`config.mk`:
```
export PLATFORM = sky130hd
export DESIGN_NAME = text_write_queue
export DESIGN_NICKNAME = d
export VERILOG_FILES = /design/src/rtl/text_write_queue.sv
export SDC_FILE = /design/constraint.sdc
export NUM_CORES = 1
export LEC_CHECK = 0
export CAP_MARGIN = 40
export CORE_MARGIN = 1
export CORE_UTILIZATION = 61
export DETAILED_ROUTE_END_ITERATION = 10
export PLACE_DENSITY = 0.81
export SLEW_MARGIN = 25
export SYNTH_ARGS = -nofsm -noshare
export SYNTH_HDL_FRONTEND = slang
export SYNTH_SLANG_ARGS = --single-unit
```
`constraint.sdc`:
```
create_clock -name clk -period 14.35 [get_ports clk]
set_input_delay 2.87 -clock clk [delete_from_list [all_inputs] [get_ports clk]]
set_output_delay 2.87 -clock clk [all_outputs]
set_load 0.01 [all_outputs]
```
`src/rtl/text_write_queue.sv`:
```
// Character write queue between the I2C register stage and the text RAM write port.
// Optional macro TEXT_CLIP_EN drops off-screen characters instead of writing them.
module text_write_queue #(
  parameter int DEPTH      = 8,
  parameter int COLS       = 80,
  parameter int ROWS       = 30,
  parameter int ADDR_WIDTH = 12,
  parameter int DATA_WIDTH = 24
) (
  input  logic                       clk,
  input  logic                       reset_n,
  input  logic                       character_change,
  input  logic [7:0]                 xtext,
  input  logic [7:0]                 ytext,
  input  logic [DATA_WIDTH-1:0]      charattr,
  input  logic                       clear_overflow,
  output logic                       ram_req,
  input  logic                       ram_grant,
  output logic                       ram_we,
  output logic [ADDR_WIDTH-1:0]      ram_addr,
  output logic [DATA_WIDTH-1:0]      ram_data,
  output logic [$clog2(DEPTH):0]     level,
  output logic                       full,
  output logic                       overflow
);

  localparam int PTR_W   = $clog2(DEPTH);
  localparam int LVL_W   = PTR_W + 1;
  localparam int ENTRY_W = 16 + DATA_WIDTH;

`ifdef TEXT_CLIP_EN
  localparam bit CLIP_EN = 1'b1;
`else
  localparam bit CLIP_EN = 1'b0;
`endif

  typedef enum logic [1:0] {
    IDLE  = 2'd0,
    REQ   = 2'd1,
    WRITE = 2'd2
  } state_t;

  state_t state, state_n;

  logic [ENTRY_W-1:0]    mem [DEPTH];
  logic [PTR_W-1:0]      head, tail;
  logic [LVL_W-1:0]      level_q;

  logic [ENTRY_W-1:0]    head_entry;
  logic [7:0]            head_x, head_y;
  logic [DATA_WIDTH-1:0] head_ca;
  logic [31:0]           head_lin;
  logic                  head_out_of_range;
  logic                  head_clip;

  logic                  pop;
  logic                  push_accept;
  logic                  req_n, we_n;
  logic [ADDR_WIDTH-1:0] addr_n;
  logic [DATA_WIDTH-1:0] data_n;

  assign head_entry = mem[head];
  assign head_y     = head_entry[ENTRY_W-1 -: 8];
  assign head_x     = head_entry[DATA_WIDTH +: 8];
  assign head_ca    = head_entry[DATA_WIDTH-1:0];

  // Linear address is computed wide and truncated to the RAM address width.
  assign head_lin          = 32'(head_y) * 32'(COLS) + 32'(head_x);
  assign head_out_of_range = (32'(head_x) >= 32'(COLS)) || (32'(head_y) >= 32'(ROWS));
  assign head_clip         = CLIP_EN && head_out_of_range;

  assign full        = (level_q == LVL_W'(DEPTH));
  assign level       = level_q;
  // A full queue still accepts a push when the head leaves in the same cycle.
  assign push_accept = character_change && (!full || pop);

  always_ff @(posedge clk) begin
    if (push_accept) begin
      mem[tail] <= {ytext, xtext, charattr};
    end
  end

  always_ff @(posedge clk or negedge reset_n) begin
    if (!reset_n) begin
      head     <= '0;
      tail     <= '0;
      level_q  <= '0;
      overflow <= 1'b0;
    end else begin
      if (push_accept) tail <= tail + 1'b1;
      if (pop)         head <= head + 1'b1;
      case ({push_accept, pop})
        2'b10:   level_q <= level_q + 1'b1;
        2'b01:   level_q <= level_q - 1'b1;
        default: level_q <= level_q;
      endcase
      if (character_change && !push_accept) overflow <= 1'b1;
      else if (clear_overflow)              overflow <= 1'b0;
    end
  end

  always_ff @(posedge clk or negedge reset_n) begin
    if (!reset_n) begin
      state    <= IDLE;
      ram_req  <= 1'b0;
      ram_we   <= 1'b0;
      ram_addr <= '0;
      ram_data <= '0;
    end else begin
      state    <= state_n;
      ram_req  <= req_n;
      ram_we   <= we_n;
      ram_addr <= addr_n;
      ram_data <= data_n;
    end
  end

  // The head stays in the FIFO until granted, so a reset mid-handshake simply loses it.
  always_comb begin
    state_n = state;
    req_n   = ram_req;
    we_n    = 1'b0;
    addr_n  = ram_addr;
    data_n  = ram_data;
    pop     = 1'b0;
    case (state)
      IDLE: begin
        req_n = 1'b0;
        if (level_q != '0) begin
          if (head_clip) begin
            pop = 1'b1;
          end else begin
            addr_n  = head_lin[ADDR_WIDTH-1:0];
            data_n  = head_ca;
            req_n   = 1'b1;
            state_n = REQ;
          end
        end
      end
      REQ: begin
        req_n = 1'b1;
        if (ram_grant) begin
          req_n   = 1'b0;
          we_n    = 1'b1;
          pop     = 1'b1;
          state_n = WRITE;
        end
      end
      WRITE: begin
        req_n   = 1'b0;
        state_n = IDLE;
      end
      default: begin
        req_n   = 1'b0;
        state_n = IDLE;
      end
    endcase
  end

endmodule
```
# ---- Yosys cells after proc, flatten, opt, wreduce, memory -nomap -nowiden
# Memory sizes are Yosys's and may differ from the RTL's.
# Cells that the tools add are included.
dict set report op_classes {
  add_sub_neg 5
  mul 1
  div 0
  order_cmp 0
  n_eq_ne 6
  n_shift 0
  mux 13
  bitwise_logic 0
  reduce_logical 11
}
# cell n
set op_table {}
lappend op_table {{12-bit by 8-bit adder with 12-bit output} 1}
lappend op_table {{8-bit by 3-bit multiplier with 8-bit output, second input constant} 1}
lappend op_table {{1-bit 2-to-1 mux} 8}
lappend op_table {{4-bit case mux with 2 select lines} 1}
lappend op_table {{3-bit by 1-bit adder with 3-bit output, second input constant} 2}
lappend op_table {{4-bit by 1-bit adder with 4-bit output, second input constant} 1}
lappend op_table {{2-bit by 1-bit equality test with 1-bit output, second input constant} 2}
lappend op_table {{4-bit equality test, second input constant} 1}
lappend op_table {{2-bit 2-to-1 mux} 2}
lappend op_table {{2-bit != test, second input constant} 2}
lappend op_table {{2-bit case mux with 2 select lines} 1}
lappend op_table {{2-bit AND reduction} 2}
lappend op_table {{2-bit nonzero test} 2}
lappend op_table {{4-bit nonzero test} 1}
lappend op_table {{4-bit by 1-bit subtractor with 4-bit output, second input constant} 1}
lappend op_table {{2-bit equality test, second input constant} 1}
lappend op_table {{1-bit logical AND} 2}
lappend op_table {{1-bit logical NOT} 2}
lappend op_table {{2-bit logical NOT} 1}
lappend op_table {{1-bit case mux with 2 select lines} 1}
lappend op_table {{1-bit logical OR} 1}
dict set report totals {
  reg_bits 51
  latchBits 0
  ram_bits 320
  romBits 0
  inputBits 45
  out_inout_bits 44
  wordCells 46
  mem_count 1
}
# memory words width read_ports rd_ports_with_merged_regs write_ports line_no
set memory_table {}
lappend memory_table {mem 8 40 1 0 1 45} ;# logic [ENTRY_W-1:0] mem [DEPTH];

# ---- Logic depth before layout (Yosys ltp)
# Gate-level depths: netlist of run 1.
dict set report depth {
  depth_word 7
  ltp_mapped 15
  depth_no_buf 12
}

# ---- Worst setup path after synthesis of run 1
# No wires, ideal clock.
dict set report synth_timing {
  path_kind {input port to flip-flop}
  start {input ram_grant}
  end {memory mem[0][0] (netlist bit) (enable)}
  setup_time_ps 487
  arrival_time_ps 6507
  setup_slack_ps 7356
  path_stages 7
  n_path_buf 1
  cell_sequence {inv_1 > or2_2 > clkbuf_1 > inv_1 > o21a_1 > nand2b_1 > nor3_1}
}
dict set report synth_via {
  elab_chain_cells 6
}
# item line_no
set synth_lines {}
lappend synth_lines {{start, declared} 18} ;# input logic ram_grant,
lappend synth_lines {{1-bit 2-to-1 mux} 142} ;# if (ram_grant) begin
lappend synth_lines {{1-bit 2-to-1 mux} --}
lappend synth_lines {{named net pop} 56} ;# logic pop;
lappend synth_lines {{1-bit logical OR} 75} ;# assign push_accept = character_change && (!full || pop);
lappend synth_lines {{1-bit logical AND} 75}
lappend synth_lines {{1-bit 2-to-1 mux} 78} ;# if (push_accept) begin
lappend synth_lines {{1-bit 2-to-1 mux (not written as such)} 79} ;# mem[tail] <= {ytext, xtext, charattr};
lappend synth_lines {{end, declared} 45}
# The timed path passes the listed nets, and every way through them passes these cells.

# ---- Final worst setup path of run 1
dict set report layout_timing {
  start {input ram_grant}
  end {memory mem[6][28] (netlist bit) (enable)}
}
# The elaborated chain is that of the path after synthesis.

==> results of run 1 <==
-- layer usage --
metal | global-route usage [%] | vias to the layer above | wire length, µm
met5 | 0 | - | 11
met4 | 7.42 | 2 | 785
met3 | 5.46 | 69 | 1930
met2 | 44.0 | 302 | 15200
met1 | 32.5 | 3679 | 11500
li1 | - | 3040 | -
-- report_power, final --
part | internal [mW] | switching [mW]
Sequential | 1.40 | 0.108
Clock | 0.537 | 0.400
Combinational | 0.635 | 0.676
-- worst reg2reg max path, stage by stage (launching register included) --
cell and delay [ns]:
sky130_fd_sc_hd__dfrtp_4 0.80, sky130_fd_sc_hd__buf_4 0.64, sky130_fd_sc_hd__mux4_2 0.45, sky130_fd_sc_hd__mux2_2 0.34, sky130_fd_sc_hd__ha_1 0.21, sky130_fd_sc_hd__ha_1 0.34
sky130_fd_sc_hd__a21oi_1 0.20, sky130_fd_sc_hd__a21oi_1 0.12, sky130_fd_sc_hd__or3_1 0.38, sky130_fd_sc_hd__and3b_1 0.20, sky130_fd_sc_hd__or3_1 0.33, sky130_fd_sc_hd__a31oi_1 0.16
-- logic make-up after synthesis --
kind of cell               after synthesis  share of synthesized area, %
muxes                                  122                          15.6
buffers and inverters                   47                          1.27
AOI/OAI and AO/OA                       57                          2.13
xor gates and xnor gates                14                         0.855
and+or+nand+nor                         76                          2.30
adders and majority gates               20                          1.90
DFF                                    371                          75.9
-- Yosys cell counts, drive strengths merged (3+ instances only) --
| master | instances | area share (%) |
|---|---|---|
| nor2 | 9 | 0.24 |
| o21ai | 42 | 1.5 |
| dfrtp | 51 | 8.9 |
| mux2 | 11 | 0.86 |
| or3 | 3 | 0.13 |
| ha | 17 | 1.5 |
| and3 | 3 | 0.13 |
| buf | 13 | 0.38 |
| nor3 | 3 | 0.10 |
| nand3 | 3 | 0.10 |
| a21oi | 7 | 0.24 |
| xnor2 | 9 | 0.55 |
| mux4 | 80 | 13 |
| inv | 15 | 0.39 |
| a21o | 3 | 0.16 |
| nand2b | 4 | 0.17 |
| edfxtp | 320 | 67 |
| mux2i | 31 | 2.2 |
| fa | 3 | 0.42 |
| nand2 | 47 | 1.2 |
| clkbuf | 19 | 0.50 |
| xor2 | 5 | 0.31 |
-- flip-flops by register name (all words and copies together), names as in the netlist --
| name | count |
|---|---|
| overflow | 1 |
| state | 2 |
| ram_data | 24 |
| ram_req | 1 |
| level | 4 |
| ram_addr | 12 |
| tail | 3 |
| ram_we | 1 |
| mem | 320 |
| head | 3 |
-- worst min-delay path by stage --
stage | endpoint | startpoint
after floorplan | tail[0]$_DFFE_PN0P_ | tail[0]$_DFFE_PN0P_
after global placement | ram_data[4]$_DFFE_PN0P_ | ram_data[4]$_DFFE_PN0P_
after CTS | ram_addr[10]$_DFFE_PN0P_ | ram_addr[10]$_DFFE_PN0P_
after global routing | ram_data[23]$_DFFE_PN0P_ | ram_data[23]$_DFFE_PN0P_
after detailed placement | ram_addr[2]$_DFFE_PN0P_ | ram_addr[2]$_DFFE_PN0P_
final | ram_addr[10]$_DFFE_PN0P_ | ram_addr[10]$_DFFE_PN0P_
-- layout make-up --
class | count | area share [%]
sequential | 371 | 64.5
multi-input combinational | 289 | 19.7
timing repair buffer | 102 | 6.05
clock buffer | 47 | 5.95
tap | 313 | 2.32
clock inverter | 20 | 1.06
inverter | 15 | 0.334
antenna | 1 | 0.0148
==> results.md, run 1 <==
Run status:
- The run finished with clean final reports.

Power:
- The maximum vdd drop is 137 µV.
- The power density over the cells is 222 nW/µm².
- The static leakage power is 5.78 nW.
- The post-layout total power is 3.75 mW.

Clock network:
- In this run, CTS created clock tree buffers numbering 37.
- The clock tree synthesis step divided the H-tree into 2 levels.
- For this design, the CTS-stage hold fixing added 0 buffers.
- The longest clock path from root to sink contains 3 buffers.
- Clock-pin slew was measured on the worst setup and hold paths at 0.06 ns.
- CTS placed an instance of sky130_fd_sc_hd__clkbuf_16 at the clock tree root.
- TritonCTS built the clock tree.
- The later pin in the worst-skew pair is clocked with a latency of 0.52 ns.
- The total of cells resized after clock tree synthesis is 0.
- The post-CTS setup buffer count is 0.
- The total number of clock tree sinks is 371.

Timing:
- The transition time at the pin with the least slew margin is 0.828 ns.
- The number of hold-slack violations in the final timing report is 0.
- The max-slew violation total from the final report came to 0.
- The headroom to the max-slew limit is 44.8%.
- The fmax is 0.182 GHz.
- On the final layout, the worst hold slack is 0.484 ns.
- The final count of negative-setup-slack endpoints is 0.
- Of the available clock period, the critical path in the final layout requires 38.2%.
- The total negative slack is 0 ns.
- The routed design could run at a clock period as short as 5.48 ns.
- In the post-route analysis, the smallest setup slack over all paths is 8.87 ns.
- Setup repair after global routing left no endpoint under its margin.
- On the final layout, the worst clock skew is 0.0198 ns.

Floorplan:
- The floorplan die width is 155 µm.
- The area of the die is 24100 µm².
- During I/O placement, the number of pins put on the boundary was 89.
- The placeable core area is 22800 µm².
- The die height is 155 µm.
- The floorplan has 55 rows.
- The starting utilization of the core area is 62.7%.

Drt:
- The wire length reported by the detailed router is 29400 µm.
- In this run, the number of DRC markers left after iteration 0 of detailed routing was 562.
- The number of iterations in the first detailed-routing pass is 5.
- Once detail routing completed, the nets flagged for antenna violations numbered 0.
- For this run, design rule violations remaining after detail routing come to 0.
- The total number of vias is 7092.
- The routed length per instance is 25.4 µm.
- Using the TritonRoute via totals, the vias-per-cell ratio works out to 6.12.

Worst setup path:
- The worst register-to-register path ends at ram_addr[11]$_DFFE_PN0P_.
- The cell depth of the worst setup path is 8.
- Across all register-to-register paths, the minimum setup slack is 10.07 ns.
- The critical path is of the primary input to flip-flop type.
- Traced cell by cell, the critical path runs through clkdlybuf4s50_1 > inv_1 > or2_2 > inv_1 > o21a_1 > nand2b_1 > nor2_4 > buf_4.
- The source of the worst register-to-register timing path is head[1]$_DFFE_PN0N_.
- The number of buffers and inverters on the critical path is 4.
- The type of element capturing the critical path is a flip-flop.
- The most critical setup path has its endpoint at mem[6][28]$_DFFE_PP_.
- The library cell appearing most often on the critical path is sky130_fd_sc_hd__inv_1.
- For this run, the slowest stage of the critical path takes 0.68 ns.
- The critical path startpoint is ram_grant.
- The worst setup path is launched from a primary input.
- Broken down by cell family, the worst path's largest delay share belongs to simple AND/OR/NAND/NOR gates.
- For the worst setup path, the data required time is 14.52 ns.
- For the worst flop-to-flop path, the logic depth is 11.
- STA puts the critical path data arrival time at 5.65 ns.
- The cell with the largest stage delay on the worst path is sky130_fd_sc_hd__nor2_4.
- The highest net fanout along the worst path is 22.

Finish:
- The post-route netlist has 20.6% of its cells at a drive strength greater than 1.
- The commonest non-fill, non-tap cell in the layout is sky130_fd_sc_hd__edfxtp_1.
- The final instance area is 16900 µm².
- Cells fill 73.9% of the core in the end.
- The total area of sequential cells is 10900 µm².
- From synthesis to final layout, the design area changed by 17.8%.
- Leaving out filler cells and counting taps, the final layout contains 1158.
- The total area of multi-input combinational cells is 3330 µm².
- After filler insertion, the fill cell instance count of the layout stands at 1295.
- At the end of the flow, the number of nets in the layout was 881.
- Leaving out fill and tap cells, the most frequent cells in the layout are 320 x sky130_fd_sc_hd__edfxtp_1, 87 x sky130_fd_sc_hd__clkdlybuf4s50_1, 80 x sky130_fd_sc_hd__mux4_2.

Global route:
- The global-route wire length before repair is 44400 µm.
- The via count of the first global-routing pass was 7677.
- The global-route usage over all layers is 25.3%.
- The global-route congestion overflow total is 0.
- The number of antenna violations at the first check in global routing was 2.
- Entering global routing, the biggest net connects 73 pins.

Place:
- The final RePlAce weighted congestion is 0.757.
- The area after detailed placement is 15600 µm².
- Once detailed placement completed, the half-perimeter wirelength came to 15700 µm.
- Timing analysis after detailed placement gives a worst setup slack of 8.36 ns.
- Once placement completed, the tool counted placed cells totaling 1088.
- Buffers placed on the I/O ports in this run total 88.

Logic synthesis:
- The mean cell area of the mapped netlist is 20.3 µm².
- The post-synth net total is 772.
- The cell area that synthesis handed to floorplanning was 14300 µm².
- In the synthesized netlist the dominant register cell turns out to be sky130_fd_sc_hd__edfxtp_1.
- Sequential cells were found to cover 75.9% of the synthesized design area.
- For this run, the number of Yosys warnings is 0.
- Synthesis inferred 371 register bits.
- Synthesis produced 707 cells.
- The share of flip-flops with an asynchronous set or reset is 13.7%.
- The post-synthesis cell type count is 32.
- Yosys mapped a number of flops with a built-in enable equal to 320.

Hold path:
- The path category of the worst min-delay check is flip-flop to flip-flop.
- The worst hold path depth is 2.

Run:
- The tool flagged a number of max-cap violations equal to 0.
(Power assumes the default switching activity.)
==> inputs of run 2 (changes only) <==
Settings changed: CORE_UTILIZATION 61 to 59, PLACE_DENSITY 0.81 to 0.78.
Clock period 14.35 ns to 5.2 ns, I/O delays scaled along.
==> run 2 against run 1 <==
Against the previous run:
- first-iteration DRC count rose by 16%
- largest power group unchanged
- register-to-register slack worse by 9.0 ns
- highest routed layer unchanged
- sequential share of layout area rose by 0.12 points
- worst hold slack worse by 0.0095 ns
- combinational power grew to 2.7 times the previous value
- critical path depth rose by 4
- die area increased by 3.3%
- cell count is 0.86% higher
- count of clock-buffer cells in the layout rose by 6
==> results.md, run 2 (synthesis gave the netlist of run 1 again) <==
Clock network:
- TritonCTS built the clock tree.
- The clock buffer count from CTS is 36 (-2.7%).
- The clock latency reported for the late side of the worst-skew pair came to 0.52 ns (about the same).
- The maximum count of clock buffers along a single path is 3 (unchanged).
- The number of hold buffers added after CTS came to 0 (unchanged).
- The total of cells resized after clock tree synthesis is 0 (unchanged).
- The tree is rooted in a sky130_fd_sc_hd__clkbuf_16.
- The depth of the CTS H-tree was 2 (unchanged).
- The total number of clock tree sinks is 371 (unchanged).
- The clock-pin slew on the worst setup and hold paths is 0.06 ns (about the same).
- The post-CTS setup buffer count came to 0 (unchanged).

Finish:
- The signed area change from the synthesized netlist to the final layout is 17.5%.
- The flip-flop count of the largest register, all copies and words added is 320 (unchanged).
- The final instance area was 16800 µm² (-0.19%).
- The share of post-route cells with drive strength above 1 was 20.4% (-0.17 points).
- The total area of sequential cells was 10900 µm² (unchanged).
- The library cell used most frequently in the layout, excluding fill and tap cells, is sky130_fd_sc_hd__edfxtp_1.
- In the final layout, the registers with the most flip-flops are mem: 320 flops, ram_data: 24 flops, ram_addr: 12 flops.
- The total area of multi-input combinational cells is 3320 µm² (-0.23%).
- The number of nets in the final layout is 883 (+0.23%).
- The number of fill cells in the layout is 1436 (+11%).
- The top cell types in the final layout, fill and taps aside, are 320 x sky130_fd_sc_hd__edfxtp_1, 87 x sky130_fd_sc_hd__clkdlybuf4s50_1, 80 x sky130_fd_sc_hd__mux4_2.
- mem holds more flip-flops than any other register.

Worst setup path:
- The worst path required time is 5.64 ns (-8.88 ns).
- Walking the worst path, the cells encountered are mux4_2 > mux2i_1 > inv_1 > ha_1 > ha_1 > fa_1 > nand3_1 > a21oi_1 > or3_1 > and3b_1 > or3_1 > a31oi_1.
- In this design, the largest share of critical-path delay is due to adder cells.
- The arrival time at the worst endpoint is 4.53 ns (-1.12 ns).
- The critical register-to-register path endpoint is ram_addr[11]$_DFFE_PN0P_.
- The register-to-register setup slack is 1.10 ns (-8.97 ns).
- The highest net fanout along the worst path was 31 (+41%).
- STA classifies the critical path startpoint as a flip-flop.
- The number of cells traversed by the worst register-to-register path is 12 (+1).
- The type of the setup path with the least slack is flip-flop to flip-flop.
- The type of element capturing the critical path is a flip-flop.
- The cell with the largest stage delay on the worst path is sky130_fd_sc_hd__dfrtp_4.
- The largest stage delay on the critical path is 0.83 ns (+0.15 ns).
- The cell depth of the worst setup path is 12 (+4).
- The combined buffer and inverter count along the critical path is 1 (-3).
- In this run the critical register-to-register path is launched from head[0]$_DFFE_PN0N_.

Timing:
- The post-layout minimum cycle time is 4.10 ns.
- The fmax is 0.244 GHz.
- The max-slew violation total from the final report was 0 (unchanged).
- The transition time at the pin with the least slew margin is 0.766 ns (-0.0614 ns).
- The final count of negative-setup-slack endpoints is 0 (unchanged).
- Setup repair after global routing left no endpoint under its margin.
- The total negative slack came to 0 ns (unchanged).
- The headroom to the max-slew limit is 48.9% (+4.1 points).
- The worst clock skew came to 0.0172 ns (-0.00258 ns).
- The number of hold-slack violations in the final timing report was 0 (unchanged).
- The tightest hold margin was 0.475 ns (-0.00949 ns).
- The period utilization is 78.8%.

Floorplan:
- The boundary pin count is 89 (unchanged).
- The floorplan die width was 158 µm (+1.7%).
- The die height is 158 µm (+1.7%).
- The placeable core area is 23700 µm² (+3.7%).
- The row count came to 56 (+1.8%).
- The area of the die is 24900 µm² (+3.3%).
- The starting utilization of the core area was 60.5% (-2.2 points).

Place:
- The area after detailed placement came to 15700 µm² (+0.27%).
- The final RePlAce weighted congestion is 0.818 (+8.1%).
- The count of port buffers added during placement was 88 (unchanged).
- The sum of net half-perimeters after detailed placement is 15600 µm (-0.25%).

Hold path:
- The worst hold path depth came to 2 (unchanged).
- The path class of the tightest hold or removal check is flip-flop to flip-flop.
- The end of the worst hold path is ram_data[2]$_DFFE_PN0P_.
- The worst hold path begins at ram_data[2]$_DFFE_PN0P_.

Drt:
- The final routed DRC violation total came to 0 (unchanged).
- The wire length reported by the detailed router was 27900 µm (-4.9%).
- The number of iterations in the first detailed-routing pass came to 5 (unchanged).
- The number of violations reported at the end of detailed-routing iteration 0 is 653 (+16%).
- The total number of vias was 7009 (-1.2%).
- The post-detailed-route via-to-cell ratio came to 6.00 (-2.0%).
- The number of nets still failing antenna checks after routing is 0 (unchanged).
- The routed length per instance is 23.9 µm (-5.7%).

Power:
- The post-layout total power was 10.2 mW (+170%).
- The power density over the cells came to 608 nW/µm² (+170%).
- The static leakage power is 5.78 nW (-0.13%).
- The maximum vdd drop was 370 µV (+170%).

Global route:
- The global-route congestion overflow total is 0 (unchanged).
- The maximum number of pins on one net before global-route repair came to 53 (-27%).
- The global-route wire length before repair was 42300 µm (-4.6%).
- The global-route usage over all layers is 23.7% (-1.7 points).
- The number of antenna violations at the first check in global routing was 3 (+1).
- The via count of the first global-routing pass is 7390 (-3.7%).

Run:
- The reported max-cap violation count came to 0 (unchanged).

Run status:
- The flow ran to the end, and the final reports show no timing, DRC or antenna violations.
run 2: cell types whose count changed in the layout (fill, tap and decap cells not counted), sizes merged:
cell / delta
clkinvlp: -2
clkbuf: +6
clkinv: -5
buf: +3
diode: +2
run 2: worst reg2reg max path, stage by stage, from the launching register on:
cell and delay, ns:
sky130_fd_sc_hd__dfrtp_4 0.83, sky130_fd_sc_hd__mux4_2 0.60, sky130_fd_sc_hd__mux2i_1 0.23, sky130_fd_sc_hd__inv_1 0.11, sky130_fd_sc_hd__ha_1 0.30, sky130_fd_sc_hd__ha_1 0.22, sky130_fd_sc_hd__fa_1 0.48, sky130_fd_sc_hd__nand3_1 0.12
sky130_fd_sc_hd__a21oi_1 0.09, sky130_fd_sc_hd__or3_1 0.36, sky130_fd_sc_hd__and3b_1 0.19, sky130_fd_sc_hd__or3_1 0.33, sky130_fd_sc_hd__a31oi_1 0.16
run 2: how the worst max path moves through the flow:
stage                        start                  endpoint  slack (ns)
3_3_place_gp   head[0]$_DFFE_PN0N_  ram_addr[11]$_DFFE_PN0P_        1.16
6_report       head[0]$_DFFE_PN0N_  ram_addr[11]$_DFFE_PN0P_        1.10
4_1_cts        head[0]$_DFFE_PN0N_  ram_addr[11]$_DFFE_PN0P_        1.08
3_5_place_dp   head[0]$_DFFE_PN0N_  ram_addr[11]$_DFFE_PN0P_        1.11
5_1_grt        head[0]$_DFFE_PN0N_  ram_addr[11]$_DFFE_PN0P_        0.89
2_1_floorplan            ram_grant       mem[0][0]$_DFFE_PP_        0.04
run 2: metal layers:
metal	up-vias	global-route usage (%)	share of wire (%)
li1	3048	-	-
met1	3660	31.7	41
met2	240	39.2	51
met3	59	5.06	5.8
met4	2	7.58	2.2
met5	-	0	0.047
run 2: per-stage QoR:
| step | std cells | setup WS [ns] | util, % |
|---|---|---|---|
| 2_1_floorplan | 707 | 0.0364 | - |
| 4_1_cts | 1164 | 1.08 | 71.0 |
| 5_1_grt | 1165 | 0.887 | 71.1 |
| 6_report | 1168 | 1.10 | 71.1 |
| 3_5_place_dp | 1098 | 1.11 | 66.2 |
| 3_3_place_gp | 1097 | 1.16 | 66.1 |
run 2: report_power, final:
part	switching (mW)	internal, mW
Sequential	0.352	3.85
Clock	1.04	1.46
Combinational	1.80	1.73
run 2: final cells by class:
class	count	area share [%]
antenna	3	0.0446
timing repair buffer	105	6.10
tap	319	2.37
inverter	15	0.334
multi-input combinational	289	19.7
sequential	371	64.7
clock buffer	53	6.03
clock inverter	13	0.728
==> patch 1, RTL diff (settings of run 2) <==
Set the parameter `DATA_WIDTH` to 48 (it was 24).
--- a/src/rtl/text_write_queue.sv
+++ b/src/rtl/text_write_queue.sv
@@ -6,5 +6,5 @@
   parameter int ROWS       = 30,
   parameter int ADDR_WIDTH = 12,
-  parameter int DATA_WIDTH = 24
+  parameter int DATA_WIDTH = 48
 ) (
   input  logic                       clk,
Interface: changed (resized charattr and ram_data); port bits go from 89 to 137. No check against the original RTL was run, so the function may have changed too.
==> patch 1 against run 2 <==
Wire length rose by 59%. Final area rose by 56%. Sequential cell count rose by 216. Sequential share of layout area rose by 1.2 points. Synthesized area rose by 56%. Total power rose by 51%. Synthesized cell count rose by 50%. Via count rose by 51%. Setup slack improved by 0.074 ns. Critical path type unchanged.
==> patch 1: results (changes against run 2) <==
- Non-clock buffer count: 160 (was 105)
- Ant. Diodes: 1 (was 3)
- Status: finished clean (unchanged)
- Area post-placement: 0.0244 sq mm (was 0.0157 sq mm)
- Switch Pwr: 4.66 mW (was 3.19 mW)
- Share of post-route cells with drive strength above 1: 0.193 (was 0.204)
- Area delta synth->final: 17.5% (about the same)
- Netlist cell types: 33 (was 32)
- Post-layout util: 0.711 (about the same)
- Multi-input combinational area share: 0.186 (was 0.197)
- Fin crit period: 4.02 ns (was 4.10 ns)
- Nets: 1316 (was 883)
- Final std cells w/o fill: 1778 (was 1168)
- Vias per cell: 5.96 (was 6.00)
- CP max stage delay: 0.81 ns (was 0.83 ns)
- Clock buffers: 84 (was 53)
- Post-Place Cells: 1672 (was 1098)
- Seq/Total Area, Yosys: 0.773 (was 0.759)
- Number of buffers created by CTS: 56 (was 36)
- Synth Net Count: 1147 (was 772)
- Clk_lat worst skew: 0.63 ns (was 0.52 ns)
- Fillers: 2159 (was 1436)
- Inverter count: 12 (was 15)
- DPL Wire Length: 24500 um (was 15600 um)
- GP Congestion: 0.750 (was 0.818)
- Worst-path fanout max: 31 (unchanged)
- Top cells by count, synth: edfxtp_1 (512), mux4_2 (127), dfrtp_1 (75), nand2_1 (70), o21ai_0 (64) (was edfxtp_1 (320), mux4_2 (80), dfrtp_1 (51), nand2_1 (47), o21ai_0 (42))
- Reg2Reg Setup Slack: 1.18 ns (was 1.10 ns)
- Data buffer area share: 0.0614 (was 0.0610)
- Syn_area_per_cell: 21.1 sq um (was 20.3 sq um)
- Initial antenna violation count: 1 (was 3)
- First-pass GRT wire length: 68000 um (was 42300 um)
- Sequential portion of the cell area: 0.659 (was 0.647)
- Largest net degree at the start of global routing: 82 (was 53)
- Pleak: 8.86 nW (was 5.78 nW)
- Ys async rst share: 0.128 (was 0.137)
- Largest register FFs: 512 (was 320)
- Register area: 0.0173 sq mm (was 0.0109 sq mm)
- Post-synth EDFFs: 512 (was 320)
- Largest cells by area after synthesis: edfxtp_1 (69%), mux4_2 (13%), dfrtp_1 (8.4%) (was edfxtp_1 (67%), mux4_2 (13%), dfrtp_1 (8.9%))
- IO Port Bufs: 136 (was 88)
- WP data arrival: 4.55 ns (was 4.53 ns)
- Wire per inst: 25.0 um (was 23.9 um)
- Net Sw Frac: 0.302 (was 0.312)
- Total GRT Usage: 0.241 (was 0.237)
- Clock Network Area Fraction: 0.0679 (was 0.0676)
- Regs by FF count: mem (512), ram_data (48), ram_addr (12) (was mem (320), ram_data (24), ram_addr (12))
- Hold WC Path Type: in -> async (was reg -> reg)
- FFs & Latches: 587 (was 371)
- Clock Skews: 0.0298 ns (was 0.0172 ns)
- Min Hold Slack: 0.476 ns (was 0.475 ns)
## patch 1: changes by cell type in the layout (fill, tap and decap cells not counted), sizes merged, moves of 7 or more
cell,change
edfxtp,+192
clkdlybuf4s50,+48
mux4,+48
clkbuf,+31
dfrtp,+24
mux2i,+24
nand2,+23
o21ai,+22
clkinv,+8
buf,+7
## patch 1: layer usage
layer / part of all wire / global-route usage / up-vias
met2: 0.51 / 0.402 / 378
met5: 0.00038 / 0 / -
met4: 0.025 / 0.0767 / 2
met3: 0.060 / 0.0443 / 76
li1: - / - / 4614
met1: 0.41 / 0.327 / 5520
## patch 1: cell families (layout without fill, tap and decap cells)
| group | after synthesis | count (layout) | synth area share |
|---|---|---|---|
| compound gates | 80 | 80 | 0.0190 |
| xor+xnor | 13 | 13 | 0.00510 |
| fa+ha+maj | 20 | 20 | 0.0122 |
| buf+inv | 61 | 276 | 0.0109 |
| flops | 587 | 587 | 0.773 |
| mux | 194 | 194 | 0.160 |
| other cells | 0 | 1 | 0 |
| simple gates | 103 | 103 | 0.0196 |
==> patch 2, RTL diff (flow settings as in run 2) <==
Without the edit above. The 3 states of `state_t` get a one-hot encoding in 3 bits.
--- a/src/rtl/text_write_queue.sv
+++ b/src/rtl/text_write_queue.sv
@@ -35,8 +35,8 @@
 `endif
 
-  typedef enum logic [1:0] {
-    IDLE  = 2'd0,
-    REQ   = 2'd1,
-    WRITE = 2'd2
+  typedef enum logic [2:0] {
+    IDLE  = 3'b001,
+    REQ   = 3'b010,
+    WRITE = 3'b100
   } state_t;
 
Function: same outputs for any inputs over 4 cycles, from zero or initial values and one cycle with reset_n low; so few cycles prove little.
==> patch 2 against run 2 <==
Total power rose by 0.38%. Global-route usage rose by 0.55 points. Final cell count rose by 0.17%. Synthesized area rose by 0.35%. Sequential power barely moved. Final area rose by 0.88%. Setup slack improved by 0.0090 ns. Sequential cell count rose by 1. Wire length rose by 1.1%. Critical path depth fell by 1. Sequential share of layout area fell by 0.41 points. Largest power group unchanged.
==> patch 2: results (changes against run 2) <==
- Status: finished clean (unchanged)
- WP data arrival: 4.51 ns (was 4.53 ns)
- Reg2reg path depth: 11 (was 12)
- Total GRT Usage: 0.242 (was 0.237)
- Global Route met3 Usage: 0.0427 (was 0.0506)
- Pleak: 5.81 nW (was 5.78 nW)
- Netlist cell types: 35 (was 32)
- VDD IR-drop max: 0.000429 V (was 0.000370 V)
- DPL Wire Length: 16000 um (was 15600 um)
- Share of post-route cells with drive strength above 1: 0.205 (was 0.204)
- GP Congestion: 0.764 (was 0.818)
- Largest cells by area after synthesis: edfxtp_1 (67%), mux4_2 (13%), dfrtp_1 (8.9%) (unchanged)
- Clock share of power: 0.250 (was 0.244)
- Initial antenna violation count: 1 (was 3)
- Clk_lat worst skew: 0.50 ns (was 0.52 ns)
- Largest net degree at the start of global routing: 70 (was 53)
- Vias in the first global route: 7447 (was 7390)
- Complex-gate fraction of the synthesized area: 0.0216 (was 0.0213)
- First-pass GRT wire length: 43500 um (was 42300 um)
- Post-synthesis adder-cell area fraction: 0.0190 (about the same)
- Ys async rst share: 0.140 (was 0.137)
- Top cells by count, synth: edfxtp_1 (320), mux4_2 (80), dfrtp_1 (51), nand2_1 (49), o21ai_0 (38) (was edfxtp_1 (320), mux4_2 (80), dfrtp_1 (51), nand2_1 (47), o21ai_0 (42))
- Vias per cell: 5.96 (was 6.00)
- XOR/XNOR Fraction of Synth Area: 0.00792 (was 0.00855)
- Seq/Total Area, Yosys: 0.759 (about the same)
- Pre-CTS WS: 1.13 ns (was 1.11 ns)
- Synth Net Count: 775 (was 772)
- Hold Startpoint: ram_data[4]$_DFFE_PN0P_ (was ram_data[2]$_DFFE_PN0P_)
- Min Hold Slack: 0.477 ns (was 0.475 ns)
-- patch 2: cell type report --
cell class                      instances  area [sq um]
Multi-Input combinational cell        295          3360
Inverter                               12          45.0
Antenna cell                            1          2.50
Tap cell                              319           399
Timing Repair Buffer                  110          1110
Clock buffer                           45           956
Sequential cell                       372         10900
Clock inverter                         16           198
Fill cell                            1428          6690
-- patch 2: through the flow --
step                      instance area [sq um]  cells
after global placement                    15800   1106
after global routing                      17000   1169
after detailed placement                  15800   1106
after CTS                                 16900   1167
final                                     17000   1170
after floorplan                           14400    710
-- patch 2: worst max-delay path, cell delays in order (launching register included) --
cell and delay [ns]:
dfrtp_4 0.58, buf_4 0.58, mux4_2 0.60, mux2_2 0.30
ha_1 0.28, ha_1 0.32, a21oi_1 0.18, a21oi_1 0.11
or3_1 0.36, and3b_1 0.19, or3_1 0.33, a31oi_1 0.16
-- patch 2: how the worst max path moves through the flow --
stage                        startpoint                       end  slack (ns)
detailed placement  head[0]$_DFFE_PN0N_  ram_addr[11]$_DFFE_PN0P_        1.13
floorplan                     ram_grant       mem[0][0]$_DFFE_PP_        0.28
global route        head[0]$_DFFE_PN0N_  ram_addr[11]$_DFFE_PN0P_        0.88
finish              head[0]$_DFFE_PN0N_  ram_addr[11]$_DFFE_PN0P_        1.11
global placement    head[0]$_DFFE_PN0N_  ram_addr[11]$_DFFE_PN0P_        1.16
CTS                 head[0]$_DFFE_PN0N_  ram_addr[11]$_DFFE_PN0P_        1.06
-- patch 2: per-layer routing --
layer	share of wire	wire length, um
met5	0	0
met4	0.016	449
met3	0.063	1770
met2	0.51	14300
met1	0.42	11700
